<file path="src/rtl/fp_addsub_pkg.sv">
// Shared single-precision FP definitions for the calculator datapath
// (adder/subtractor and multiplier).
package fp_addsub_pkg;

    localparam int EXP_W      = 8;
    localparam int FRAC_W     = 23;
    localparam int BIAS       = 127;
    localparam int MANT_EXT_W = 27;

    localparam logic [2:0] StIdle  = 3'd0;
    localparam logic [2:0] StAlign = 3'd1;
    localparam logic [2:0] StAdd   = 3'd2;
    localparam logic [2:0] StNorm  = 3'd3;
    localparam logic [2:0] StRound = 3'd4;

    typedef struct packed {
        logic              sign;
        logic [EXP_W-1:0]  exp;
        logic [FRAC_W:0]   mant;
        logic              is_zero;
    } fp_unpacked_t;

    // A zero exponent field denotes zero; the fraction is then ignored.
    function automatic fp_unpacked_t fp_unpack(input logic [31:0] v);
        fp_unpacked_t u;
        u.sign    = v[31];
        u.exp     = v[30:23];
        u.is_zero = (v[30:23] == 8'd0);
        u.mant    = u.is_zero ? 24'd0 : {1'b1, v[22:0]};
        return u;
    endfunction

endpackage

</file>
<file path="src/rtl/fp_round_rne.sv">
// Round-to-nearest-even on a 24-bit mantissa with guard/round/sticky bits.
module fp_round_rne
    import fp_addsub_pkg::*;
(
    input  logic [FRAC_W:0] mant,
    input  logic            g,
    input  logic            r,
    input  logic            s,
    output logic [FRAC_W:0] mant_rnd,
    output logic            carry
);

    logic inc;

    assign inc = g & (r | s | mant[0]);
    assign {carry, mant_rnd} = {1'b0, mant} + {24'd0, inc};

endmodule

</file>
<file path="src/rtl/fp_addsub.sv">
// Sequential IEEE-754 single-precision adder/subtractor with a Start/adddone
// one-shot handshake; normal and zero operands only.
module fp_addsub
    import fp_addsub_pkg::*;
(
    input  logic        clk,
    input  logic        reset,
    input  logic        Start,
    input  logic        op,
    input  logic [31:0] X,
    input  logic [31:0] Y,
    output logic        adddone,
    output logic [31:0] FPS
);

    logic [2:0]            state_q, state_d;
    logic [MANT_EXT_W-1:0] a_q, a_d;
    logic [MANT_EXT_W-1:0] b_q, b_d;
    logic [MANT_EXT_W:0]   sum_q, sum_d;
    logic [7:0]            d_q, d_d;
    logic [9:0]            exp_q, exp_d;
    logic                  sign_q, sign_d;
    logic                  sub_q, sub_d;
    logic                  zero_q, zero_d;
    logic [31:0]           fps_q, fps_d;
    logic                  done_q;

    fp_unpacked_t ux, uy;
    logic         x_ge;
    logic [23:0]  rnd_mant;
    logic         rnd_carry;
    logic [9:0]   exp_fin;
    logic         unused_hidden;

    assign ux = fp_unpack(X);
    assign uy = fp_unpack(Y);

    // Zero operands rank below every normal regardless of fraction; ties keep X in A.
    assign x_ge = ux.is_zero ? uy.is_zero : (uy.is_zero || (X[30:0] >= Y[30:0]));

    fp_round_rne u_round (
        .mant     (sum_q[26:3]),
        .g        (sum_q[2]),
        .r        (sum_q[1]),
        .s        (sum_q[0]),
        .mant_rnd (rnd_mant),
        .carry    (rnd_carry)
    );

    assign exp_fin       = exp_q + {9'd0, rnd_carry};
    assign unused_hidden = rnd_mant[23];

    always_comb begin
        state_d = state_q;
        a_d     = a_q;
        b_d     = b_q;
        sum_d   = sum_q;
        d_d     = d_q;
        exp_d   = exp_q;
        sign_d  = sign_q;
        sub_d   = sub_q;
        zero_d  = zero_q;
        fps_d   = fps_q;
        case (state_q)
            StIdle: begin
                if (Start) begin
                    sub_d  = ux.sign ^ uy.sign ^ op;
                    zero_d = 1'b0;
                    if (x_ge) begin
                        a_d    = {ux.mant, 3'b000};
                        b_d    = {uy.mant, 3'b000};
                        exp_d  = {2'b00, ux.exp};
                        d_d    = ux.exp - uy.exp;
                        sign_d = ux.sign;
                    end else begin
                        a_d    = {uy.mant, 3'b000};
                        b_d    = {ux.mant, 3'b000};
                        exp_d  = {2'b00, uy.exp};
                        d_d    = uy.exp - ux.exp;
                        sign_d = uy.sign ^ op;
                    end
                    state_d = StAlign;
                end
            end
            StAlign: begin
                if (d_q >= 8'd27) begin
                    b_d = {26'd0, |b_q};
                    d_d = 8'd0;
                end else if (d_q != 8'd0) begin
                    // Bit 0 is the sticky bit and absorbs everything shifted past it.
                    b_d = {1'b0, b_q[26:2], b_q[1] | b_q[0]};
                    d_d = d_q - 8'd1;
                end else begin
                    state_d = StAdd;
                end
            end
            StAdd: begin
                sum_d   = sub_q ? ({1'b0, a_q} - {1'b0, b_q}) : ({1'b0, a_q} + {1'b0, b_q});
                state_d = StNorm;
            end
            StNorm: begin
                if (sum_q == '0) begin
                    zero_d  = 1'b1;
                    state_d = StRound;
                end else if (sum_q[27]) begin
                    sum_d   = {1'b0, sum_q[27:2], sum_q[1] | sum_q[0]};
                    exp_d   = exp_q + 10'd1;
                    state_d = StRound;
                end else if (!sum_q[26]) begin
                    sum_d = {sum_q[26:0], 1'b0};
                    exp_d = exp_q - 10'd1;
                end else begin
                    state_d = StRound;
                end
            end
            StRound: begin
                if (zero_q) begin
                    fps_d = 32'd0;
                end else if ($signed(exp_fin) <= 10'sd0) begin
                    fps_d = {sign_q, 31'd0};
                end else if ($signed(exp_fin) >= 10'sd255) begin
                    fps_d = {sign_q, 8'hFF, 23'd0};
                end else begin
                    fps_d = {sign_q, exp_fin[7:0], rnd_mant[22:0]};
                end
                state_d = StIdle;
            end
            default: state_d = StIdle;
        endcase
    end

    always_ff @(posedge clk) begin
        if (reset) begin
            state_q <= StIdle;
            a_q     <= '0;
            b_q     <= '0;
            sum_q   <= '0;
            d_q     <= '0;
            exp_q   <= '0;
            sign_q  <= 1'b0;
            sub_q   <= 1'b0;
            zero_q  <= 1'b0;
            fps_q   <= '0;
            done_q  <= 1'b0;
        end else begin
            state_q <= state_d;
            a_q     <= a_d;
            b_q     <= b_d;
            sum_q   <= sum_d;
            d_q     <= d_d;
            exp_q   <= exp_d;
            sign_q  <= sign_d;
            sub_q   <= sub_d;
            zero_q  <= zero_d;
            fps_q   <= fps_d;
            done_q  <= (state_q == StRound);
        end
    end

    assign adddone = done_q;
    assign FPS     = fps_q;

endmodule

</file>
<file path="config.mk">
export PLATFORM = sky130hd
export DESIGN_NAME = fp_addsub
export DESIGN_NICKNAME = d
export VERILOG_FILES = /design/src/rtl/fp_addsub_pkg.sv /design/src/rtl/fp_round_rne.sv /design/src/rtl/fp_addsub.sv
export SDC_FILE = /design/constraint.sdc
export NUM_CORES = 1
export LEC_CHECK = 0
export ABC_AREA = 1
export CAP_MARGIN = 20
export CORE_UTILIZATION = 55
export DETAILED_ROUTE_END_ITERATION = 8
export PLACE_DENSITY = 0.76
export SYNTH_ARGS = -nofsm -noshare
export SYNTH_HDL_FRONTEND = slang
export SYNTH_SLANG_ARGS = --single-unit
export TNS_END_PERCENT = 10
</file>
<file path="constraint.sdc">
create_clock -name clk -period 4.7 [get_ports clk]
set_clock_uncertainty 0.15 [all_clocks]
set_input_delay 0.94 -clock clk [delete_from_list [all_inputs] [get_ports clk]]
set_output_delay 0.94 -clock clk [all_outputs]
set_load 0.005 [all_outputs]
</file>
==> flow_metrics.tcl, run 1 <==
set metrics [dict create \
    leakage_nw 6.03 \
    whs_ps 315 \
    synth_top_cell_by_area "dfxtp_1" \
    gr-max-usage-layer "met2" \
    regArea_sq_um 2720 \
    synth_nets 2023 \
    synth_common_cells "nand2_1 (393), a21oi_1 (227), inv_1 (205)" \
    min_to "FPS[14]$_SDFFE_PP0P_" \
    cts_setup_buffers 0 \
    cellPowerDensity_nw_per_um2 641 \
    crit_arrival_ps 4350 \
    grt_antenna_before_repair 0 \
    seq_area_frac_synth 0.233 \
    port-buffer-count 100 \
    drtAntennaViolNets 0 \
    status "finished clean" \
    hold_viol_final 0 \
    cp-end-kind "register" \
    cts_hold_buf 0 \
    cp.required_ps 4900 \
    dieArea_sq_um 21800 \
    multi_input_area_sq_um 7710 \
    synthCells 1875 \
    drc 0 \
    cts_root_buf "clkbuf_16" \
    tightest_slew_ps 834 \
    final_nets 2072 \
    grt-ovfl-total 0 \
    fmax_mhz 241 \
    insertion_delay_ps 430 \
    clock_path_buffers 2 \
    wire_per_inst_microns 16.3 \
    fin_crit_ps 4140 \
    peakVddDrop_uv 307 \
    h-tree-depth 4 \
    vias 12730 \
    grt_usage 0.335 \
    gr-usage-met2 0.533 \
    rr_startpoint "sum_q[2]$_SDFFE_PP0P_" \
    gp_congestion 0.960 \
    ys_seq_elements 136 \
    final_area_sq_um 13300 \
    fin_crit_sh 0.882 \
    critPathKind "register to register" \
    r2r_end "FPS[23]$_SDFFE_PP0P_" \
    dr.pass1.iters 5 \
    cp_max_fo 27 \
    holdPathStages 2 \
    start_util 0.570 \
    reg2reg_depth 22 \
    grt_max_degree 70 \
    min_path_type "register to register" \
    cts_made_buffers 17 \
    core_sq_um 20500 \
    fp.dieW_microns 148 \
    cts_tree "yes" \
    fin_tns_setup_ps 0 \
    rows 52 \
    netlist_area_sq_um 11700 \
    drt-total-wl_microns 35900 \
    grt.met3_usage 0.0497 \
    use_met1 0.469 \
    drv_slew 0 \
    cts_resized 0 \
    path_clk_slew_ps 60 \
    grt_pass1_wl_microns 58600 \
    n_fill_cell 2010 \
    via_per_inst 5.77 \
    cts.sinks 136 \
    yosysTopAreaCellShare 0.233 \
    die_h_microns 148 \
    hpwlAfterDp_microns 27700 \
    regToRegSetupSlack_ps 560 \
    placed_cell_area_sq_um 12700 \
    area_delta_synth_final_pct 14.0 \
    drive_above_1_share 0.0516 \
    synth.area.top_cells "dfxtp_1 (23%), nand2_1 (13%), a21oi_1 (9.7%)" \
    grt_pass1_vias 11461 \
    worstHoldStart "FPS[14]$_SDFFE_PP0P_" \
    cap_violations 0 \
    drt_iter0_drc 1062 \
    postSynthAreaPerCell_sq_um 6.23 \
    antennaDiodeCount 0 \
    rsz0062_at_grt "false" \
    synth.most_common_cell "nand2_1" \
    synth_edf_count 0 \
    yosysUniqueCellTypes 51 \
    postSynth.asyncResetShare 0 \
    yosysWarnings 0 \
    yosys_most_used_dff "dfxtp_1" \
    setup_violations 0 \
    io_pins 101 \
    relSlewSlack 0.441 \
    critPathLaunchType "register" \
]
cells in the final DEF, fill, tap and decap left out, types with 4 or more instances in the layout:
cell type / instances
nand2_1: 393
clkinv_1: 4
a211oi_1: 5
ha_1: 76
nand4_1: 24
buf_4: 20
a21o_1: 6
nand3_1: 195
nor3_1: 25
inv_2: 9
o22ai_1: 6
a21oi_1: 227
nor4_1: 5
o211ai_1: 9
xnor2_1: 18
o21ai_1: 17
dfxtp_1: 136
clkinv_2: 4
o21bai_1: 6
xor2_1: 55
nand2_2: 6
nor2_1: 161
clkdlybuf4s50_1: 99
o21ai_0: 111
nand3b_1: 10
or2_2: 10
a31oi_1: 25
inv_1: 205
clkbuf_16: 17
sequential cells by signal (all words and copies together) (netlist names):
name / count
sum_q: 28
b_q: 27
state_q: 3
sign_q: 1
zero_q: 1
exp_q: 10
a_q: 24
d_q: 8
FPS: 32
sub_q: 1
adddone: 1
worst max path at each step:
stage / slack (ps) / cells after the start / to / start
after global routing: 40 / 22 / FPS[23]$_SDFFE_PP0P_ / sum_q[2]$_SDFFE_PP0P_
after global placement: 540 / 22 / FPS[12]$_SDFFE_PP0P_ / sum_q[2]$_SDFFE_PP0P_
after detailed placement: 400 / 22 / FPS[23]$_SDFFE_PP0P_ / sum_q[2]$_SDFFE_PP0P_
after floorplan: 1070 / 22 / FPS[15]$_SDFFE_PP0P_ / sum_q[2]$_SDFFE_PP0P_
after CTS: 380 / 22 / FPS[23]$_SDFFE_PP0P_ / sum_q[2]$_SDFFE_PP0P_
final: 560 / 22 / FPS[23]$_SDFFE_PP0P_ / sum_q[2]$_SDFFE_PP0P_
logic make-up after synthesis:
kind of cell / count (synthesis) / synth area share
xor gates and xnor gates: 73 / 0.0547
muxes: 1 / 0.000857
and+or+nand+nor: 845 / 0.317
buffers and inverters: 309 / 0.108
AOI/OAI and AO/OA: 431 / 0.199
adders and majority gates: 80 / 0.0876
DFF: 136 / 0.233
per-layer routing:
metal	wire [microns]	vias to the layer above
li1	-	6367
met1	16500	5831
met2	16300	477
met3	2510	55
met4	658	0
met5	0	-
power breakdown:
group	internal [mW]	switching [mW]	leakage [nW]	total (mW)
sequential	1.50	0.456	1.11	1.95
clock	0.743	0.545	0.273	1.29
combinational	1.78	3.52	4.64	5.29
metrics by stage:
step	total power, mW	std cells	util	setup WS [ps]
detailed placement	7.12	2174	0.621	401
global placement	7.07	2174	0.621	536
finish	8.53	2207	0.649	555
global route	9.25	2207	0.649	42.6
floorplan	5.65	1875	-	1070
CTS	8.42	2206	0.648	377
worst max-delay path, cell delays in order, from the launching register on:
cell and delay, ps:
dfxtp_1 410, nand2_1 100, inv_1 120, ha_1 220, nand2_1 80, nor2_1 160, nand2_1 110, nor2_2 140
inv_1 80, nor3_2 170, nand2_1 130, nor3_1 140, nand4_1 180, nor4_4 250, ha_2 290, nand3_1 140
o31ai_1 300, nand2_1 140, nand4_2 170, nand2_2 80, inv_4 220, o21ai_0 150, a21oi_1 130
area by class of cell:
cell class                      count  area share
Clock buffer                       18      0.0330
Inverter                          219      0.0620
Timing Repair Buffer              120      0.0861
Tap cell                          270      0.0254
Multi-Input combinational cell   1430       0.580
Sequential cell                   136       0.205
Clock inverter                     14     0.00940
(Power assumes the default switching activity.)
==> run 2: changes to the inputs <==
ABC_AREA = unset   (was 1)
PLACE_DENSITY = 0.86   (was 0.76)
==> flow_metrics.tcl, run 2 <==
set metrics [dict create \
    critical-path-top-delay-family "compound AO/OA/AOI/OAI gates" \
    antennaDiodeCount 0 \
    postSynth.asyncResetShare 0 \
    cp_max_fo 10 \
    drive_above_1_share 0.0588 \
    synthCells 1411 \
    min_path_type "register to register" \
    cp_num_buf_inv 0 \
    fmax_mhz 231 \
    hpwlAfterDp_microns 21000 \
    drc 0 \
    netlist_area_sq_um 10500 \
    drv_slew 0 \
    grt_pass1_wl_microns 47100 \
    io_pins 101 \
    setup_violations 0 \
    combPwrFrac 0.443 \
    synth.area.mux_share 0.0138 \
    crit_arrival_ps 4490 \
    leakage_nw 5.02 \
    grt_usage 0.291 \
    clock_path_buffers 2 \
    gr-usage-met2 0.471 \
    p_switching_mw 2.08 \
    synth.most_common_cell "nor2_1" \
    synth_top_cell_by_area "dfxtp_1" \
    yosysUniqueCellTypes 72 \
    rsz0062_at_grt "false" \
    via_per_inst 6.29 \
    wire_per_inst_microns 16.9 \
    p_sw_frac 0.399 \
    synth_nets 1559 \
    peakVddDrop_uv 251 \
    fin_crit_sh 0.923 \
    final_area_sq_um 12300 \
    p_int_mw 3.14 \
    status "finished clean" \
    path_clk_slew_ps 60 \
    worstHoldStart "FPS[26]$_SDFFE_PP0P_" \
    critPathLaunchType "register" \
    yosys_most_used_dff "dfxtp_1" \
    seq_area_frac_synth 0.258 \
    drt-total-wl_microns 28900 \
    tightest_slew_ps 976 \
    cp.required_ps 4860 \
    yosysTopAreaCellShare 0.258 \
    area_delta_synth_final_pct 17.0 \
    hold_viol_final 0 \
    gp_congestion 0.894 \
    grt_max_degree 56 \
    cp_cell_sequence "or3_1 -> nor4_2 -> nand2_1 -> nor4_2 -> nor2_1 -> xnor2_1 -> ha_1 -> a21o_1 -> a21oi_1 -> o21ai_0 -> a21o_1 -> a221o_1 -> a31o_1 -> nand2_1 -> mux2i_1 -> a2111oi_2" \
    start_util 0.561 \
    yosysWarnings 0 \
    cap_violations 0 \
    grt-ovfl-total 0 \
    rows 50 \
    drt_iter0_drc 1051 \
    synth_common_cells "nor2_1 (192), dfxtp_1 (136), a21oi_1 (120)" \
    critPathKind "register to register" \
    synth_edf_count 0 \
    synthSimpleGateAreaFrac 0.237 \
    power_frac_seq 0.284 \
    cts_hold_buf 0 \
    ys_seq_elements 136 \
    synth.area.top_cells "dfxtp_1 (26%), ha_1 (9.1%), nor2_1 (6.8%)" \
    die_h_microns 140 \
    final_common_cell "nor2_1" \
    crit_path_max_incr_delay_ps 450 \
    r2r_end "sum_q[26]$_SDFFE_PP0P_" \
    cp_slowest_cell "or3_1" \
    grt.met3_usage 0.0479 \
    vias 10780 \
    grt_antenna_before_repair 0 \
    final_cell_mix "nor2_1 (192), dfxtp_1 (136), a21oi_1 (120), clkdlybuf4s50_1 (99), nand2_1 (96)" \
    largest_register_ffs 32 \
    core_sq_um 18800 \
    rr_startpoint "b_q[2]$_SDFFE_PP0P_" \
    relSlewSlack 0.344 \
    drtAntennaViolNets 0 \
    use_met1 0.396 \
    cellPowerDensity_nw_per_um2 424 \
    fp.dieW_microns 140 \
    reg2reg_depth 16 \
    cts.sinks 136 \
    synthXorXnorAreaFrac 0.0732 \
    synth_top_family_by_area "compound AO/OA/AOI/OAI gates" \
    placed_cell_area_sq_um 11700 \
    final_nets 1614 \
    cts_root_buf "clkbuf_16" \
    h-tree-depth 4 \
    dieArea_sq_um 19700 \
    grt_pass1_vias 9660 \
    p_clk_frac 0.273 \
    port-buffer-count 100 \
    synth_compound_area_frac 0.258 \
    dr.pass1.iters 6 \
    min_to "FPS[26]$_SDFFE_PP0P_" \
    holdPathStages 2 \
    cts_made_buffers 17 \
    postSynthAreaPerCell_sq_um 7.47 \
    fin_crit_ps 4340 \
    gr-max-usage-layer "met2" \
    cp-end-kind "register" \
    regToRegSetupSlack_ps 360 \
    fin_tns_setup_ps 0 \
    insertion_delay_ps 430 \
    cts_tree "yes" \
    synthAdderAreaFrac 0.0971 \
]
-- run 2: metrics by stage --
step	hold slack (ps)	power, mW	util	setup WS [ps]	cells
finish	299	5.23	0.657	363	1713
global route	311	5.52	0.657	29.4	1713
CTS	301	5.18	0.655	259	1712
detailed placement	293	3.75	0.622	260	1680
global placement	290	3.69	0.622	375	1680
floorplan	277	3.17	-	663	1411
-- run 2: how the worst max path moves through the flow --
stage | from | to | slack [ps] | cells past startpoint
2_1_floorplan | b_q[2]$_SDFFE_PP0P_ | sum_q[26]$_SDFFE_PP0P_ | 660 | 18
3_3_place_gp | X[28] | d_q[2]$_SDFFE_PP0P_ | 380 | 14
3_5_place_dp | X[28] | d_q[2]$_SDFFE_PP0P_ | 260 | 14
4_1_cts | sum_q[2]$_SDFFE_PP0P_ | FPS[15]$_SDFFE_PP0P_ | 260 | 16
5_1_grt | b_q[2]$_SDFFE_PP0P_ | sum_q[26]$_SDFFE_PP0P_ | 30 | 16
6_report | b_q[2]$_SDFFE_PP0P_ | sum_q[26]$_SDFFE_PP0P_ | 360 | 16
-- run 2: power by group through the flow --
stage / logic [mW] / registers, mW / clock network, mW
finish: 2.32 / 1.49 / 1.42
global route: 2.53 / 1.50 / 1.48
CTS: 2.27 / 1.48 / 1.43
detailed placement: 2.25 / 1.50 / 0
global placement: 2.20 / 1.49 / 0
floorplan: 1.74 / 1.43 / 0
-- run 2: worst min-delay path: stages, from the launching register on --
cell	delay, ps
dfxtp_1	310
nand2_1	50
a21oi_1	50
-- run 2: routing by layer --
| layer | up-vias | wire (microns) | part of all wire |
|---|---|---|---|
| met5 | - | 0 | 0 |
| met1 | 5036 | 13100 | 0.45 |
| li1 | 5237 | - | - |
| met3 | 41 | 2190 | 0.076 |
| met2 | 466 | 13100 | 0.45 |
| met4 | 0 | 417 | 0.014 |
-- run 2: cells by family (layout without fill, tap and decap cells) --
logic type,count (synthesis),after routing
AO/OA/AOI/OAI,402,402
XOR/XNOR,88,88
adder cells (fa/ha/maj),80,80
buffers and inverters,164,232
flip-flops,136,136
multiplexers,14,14
AND/OR/NAND/NOR,527,527
-- run 2: repair_timing --
action,CTS,global route
buffers inserted,0,0
setup endpoints to repair,0,23
resized for setup,0,2
-- run 2: layout make-up --
type | instances | area [sq um]
clock buffer | 18 | 429
clock inverter | 14 | 198
fill | 1595 | 6440
inverter | 67 | 251
multi-input combinational | 1111 | 7160
sequential | 136 | 2720
tap | 234 | 293
timing repair buffer | 133 | 1280
==> run 3: changes to the inputs <==
RECOVER_POWER = 25   (was unset)
SLEW_MARGIN = 20   (was unset)
==> flow_metrics.tcl, run 3 (same netlist as run 2, synthesis figures left out) <==
set metrics [dict create \
    grt_usage 0.291 \
    critPathKind "register to register" \
    cp-end-kind "register" \
    r2r_end "sum_q[26]$_SDFFE_PP0P_" \
    tightest_slew_ps 1560 \
    fin_crit_sh 0.928 \
    cts_made_buffers 17 \
    drt_iter0_drc 1151 \
    wire_per_inst_microns 16.8 \
    min_path_type "register to register" \
    start_util 0.561 \
    core_sq_um 18800 \
    drt-total-wl_microns 28900 \
    hold_viol_final 0 \
    final_cell_mix "nor2_1 (192), dfxtp_1 (136), a21oi_1 (120), nand2_1 (96), ha_1 (77)" \
    cap_violations 1 \
    h-tree-depth 4 \
    rr_startpoint "b_q[2]$_SDFFE_PP0P_" \
    fp.dieW_microns 140 \
    holdPathStages 2 \
    io_pins 101 \
    path_clk_slew_ps 60 \
    antennaDiodeCount 0 \
    grt_pass1_vias 9660 \
    critPathLaunchType "register" \
    cp_cell_sequence "or3_1 -> nor4_2 -> nand2_1 -> nor4_2 -> nor2_1 -> xnor2_1 -> ha_1 -> a21o_1 -> a21oi_1 -> o21ai_0 -> a21o_1 -> a221o_1 -> a31o_1 -> nand2_1 -> mux2i_1 -> a2111oi_2" \
    leakage_nw 5.12 \
    area_delta_synth_final_pct 16.8 \
    setup_violations 0 \
    hpwlAfterDp_microns 21000 \
    drv_slew 31 \
    cts.sinks 136 \
    cts_setup_buffers 0 \
    via_per_inst 6.31 \
    cts_tree "yes" \
    drive_above_1_share 0.0568 \
    cp_slowest_cell "or3_1" \
    drtAntennaViolNets 0 \
    final_nets 1614 \
    peakVddDrop_uv 250 \
    min_to "FPS[26]$_SDFFE_PP0P_" \
    worst_slack_ps 340 \
    critical-path-top-delay-family "compound AO/OA/AOI/OAI gates" \
    drc 0 \
    dp_slack_ps 260 \
    cp_num_buf_inv 0 \
    cp.required_ps 4850 \
    cp_max_fo 10 \
    dieArea_sq_um 19700 \
    gp_congestion 0.894 \
    largest_register_ffs 32 \
    status "complete, but fails checks" \
    violations "capacitance limit, slew limit" \
    dr.pass1.iters 6 \
    grt_antenna_before_repair 0 \
    die_h_microns 140 \
    rsz0062_at_grt "false" \
    vias 10809 \
    fin_crit_ps 4360 \
    grt_max_degree 56 \
    crit_arrival_ps 4510 \
    crit_path_max_incr_delay_ps 450 \
    fin_tns_setup_ps 0 \
    final_common_cell "nor2_1" \
    port-buffer-count 100 \
    cellPowerDensity_nw_per_um2 424 \
    insertion_delay_ps 430 \
    fmax_mhz 229 \
    clock_path_buffers 2 \
    grt_pass1_wl_microns 47100 \
    rows 50 \
    regToRegSetupSlack_ps 340 \
    grt-ovfl-total 0 \
    worstHoldStart "FPS[26]$_SDFFE_PP0P_" \
    cts_root_buf "clkbuf_16" \
    reg2reg_depth 16 \
    relSlewSlack -0.0385 \
]
## run 3: how the worst max path moves through the flow
stage	from	to	slack (ps)	depth (start not counted)
after floorplan	b_q[2]$_SDFFE_PP0P_	sum_q[26]$_SDFFE_PP0P_	660	18
after global placement	X[28]	d_q[2]$_SDFFE_PP0P_	380	14
after detailed placement	X[28]	d_q[2]$_SDFFE_PP0P_	260	14
after CTS	sum_q[2]$_SDFFE_PP0P_	FPS[15]$_SDFFE_PP0P_	260	16
after global routing	b_q[2]$_SDFFE_PP0P_	sum_q[26]$_SDFFE_PP0P_	30	16
final	b_q[2]$_SDFFE_PP0P_	sum_q[26]$_SDFFE_PP0P_	340	16
## run 3: where the power goes
group | switching (mW) | total (mW) | leakage (nW) | internal [mW]
clock | 0.530 | 1.42 | 0.301 | 0.892
combinational | 1.36 | 2.31 | 3.71 | 0.957
sequential | 0.198 | 1.49 | 1.11 | 1.29
## run 3: tightest hold or removal path, stage by stage (launching register included)
cell,delay [ps]
dfxtp_1,300
nand2_1,50
a21oi_1,50
## run 3: cell type report
cell class / count / area (sq um)
clock inverters: 14 / 198
clock buffers: 18 / 429
inverters: 67 / 251
flip-flops and latches: 136 / 2720
well taps: 234 / 293
fillers: 1602 / 6460
multi-input cells: 1111 / 7160
repair buffers: 133 / 1250
## run 3: timing repair
item,4_1_cts,5_1_grt
resized for setup,0,2
endpoints found under the setup margin,0,23
hold buffers,0,0
## run 3: routing by layer
layer / up-vias / wire [microns] / track usage / share of wire
met3: 48 / 2120 / 0.0479 / 0.073
met4: 0 / 415 / 0.0885 / 0.014
met2: 490 / 13100 / 0.471 / 0.45
met5: - / 0 / 0 / 0
li1: 5244 / - / - / -
met1: 5027 / 13200 / 0.396 / 0.46
## run 3: through the flow
step	cell area (sq um)	power, mW	cells	util	hold slack, ps
finish	12300	5.22	1713	0.656	296
global route	12300	5.51	1713	0.656	311
CTS	12300	5.18	1712	0.655	301
detailed placement	11700	3.75	1680	0.622	293
global placement	11700	3.69	1680	0.622	290
floorplan	10500	3.17	1411	-	277
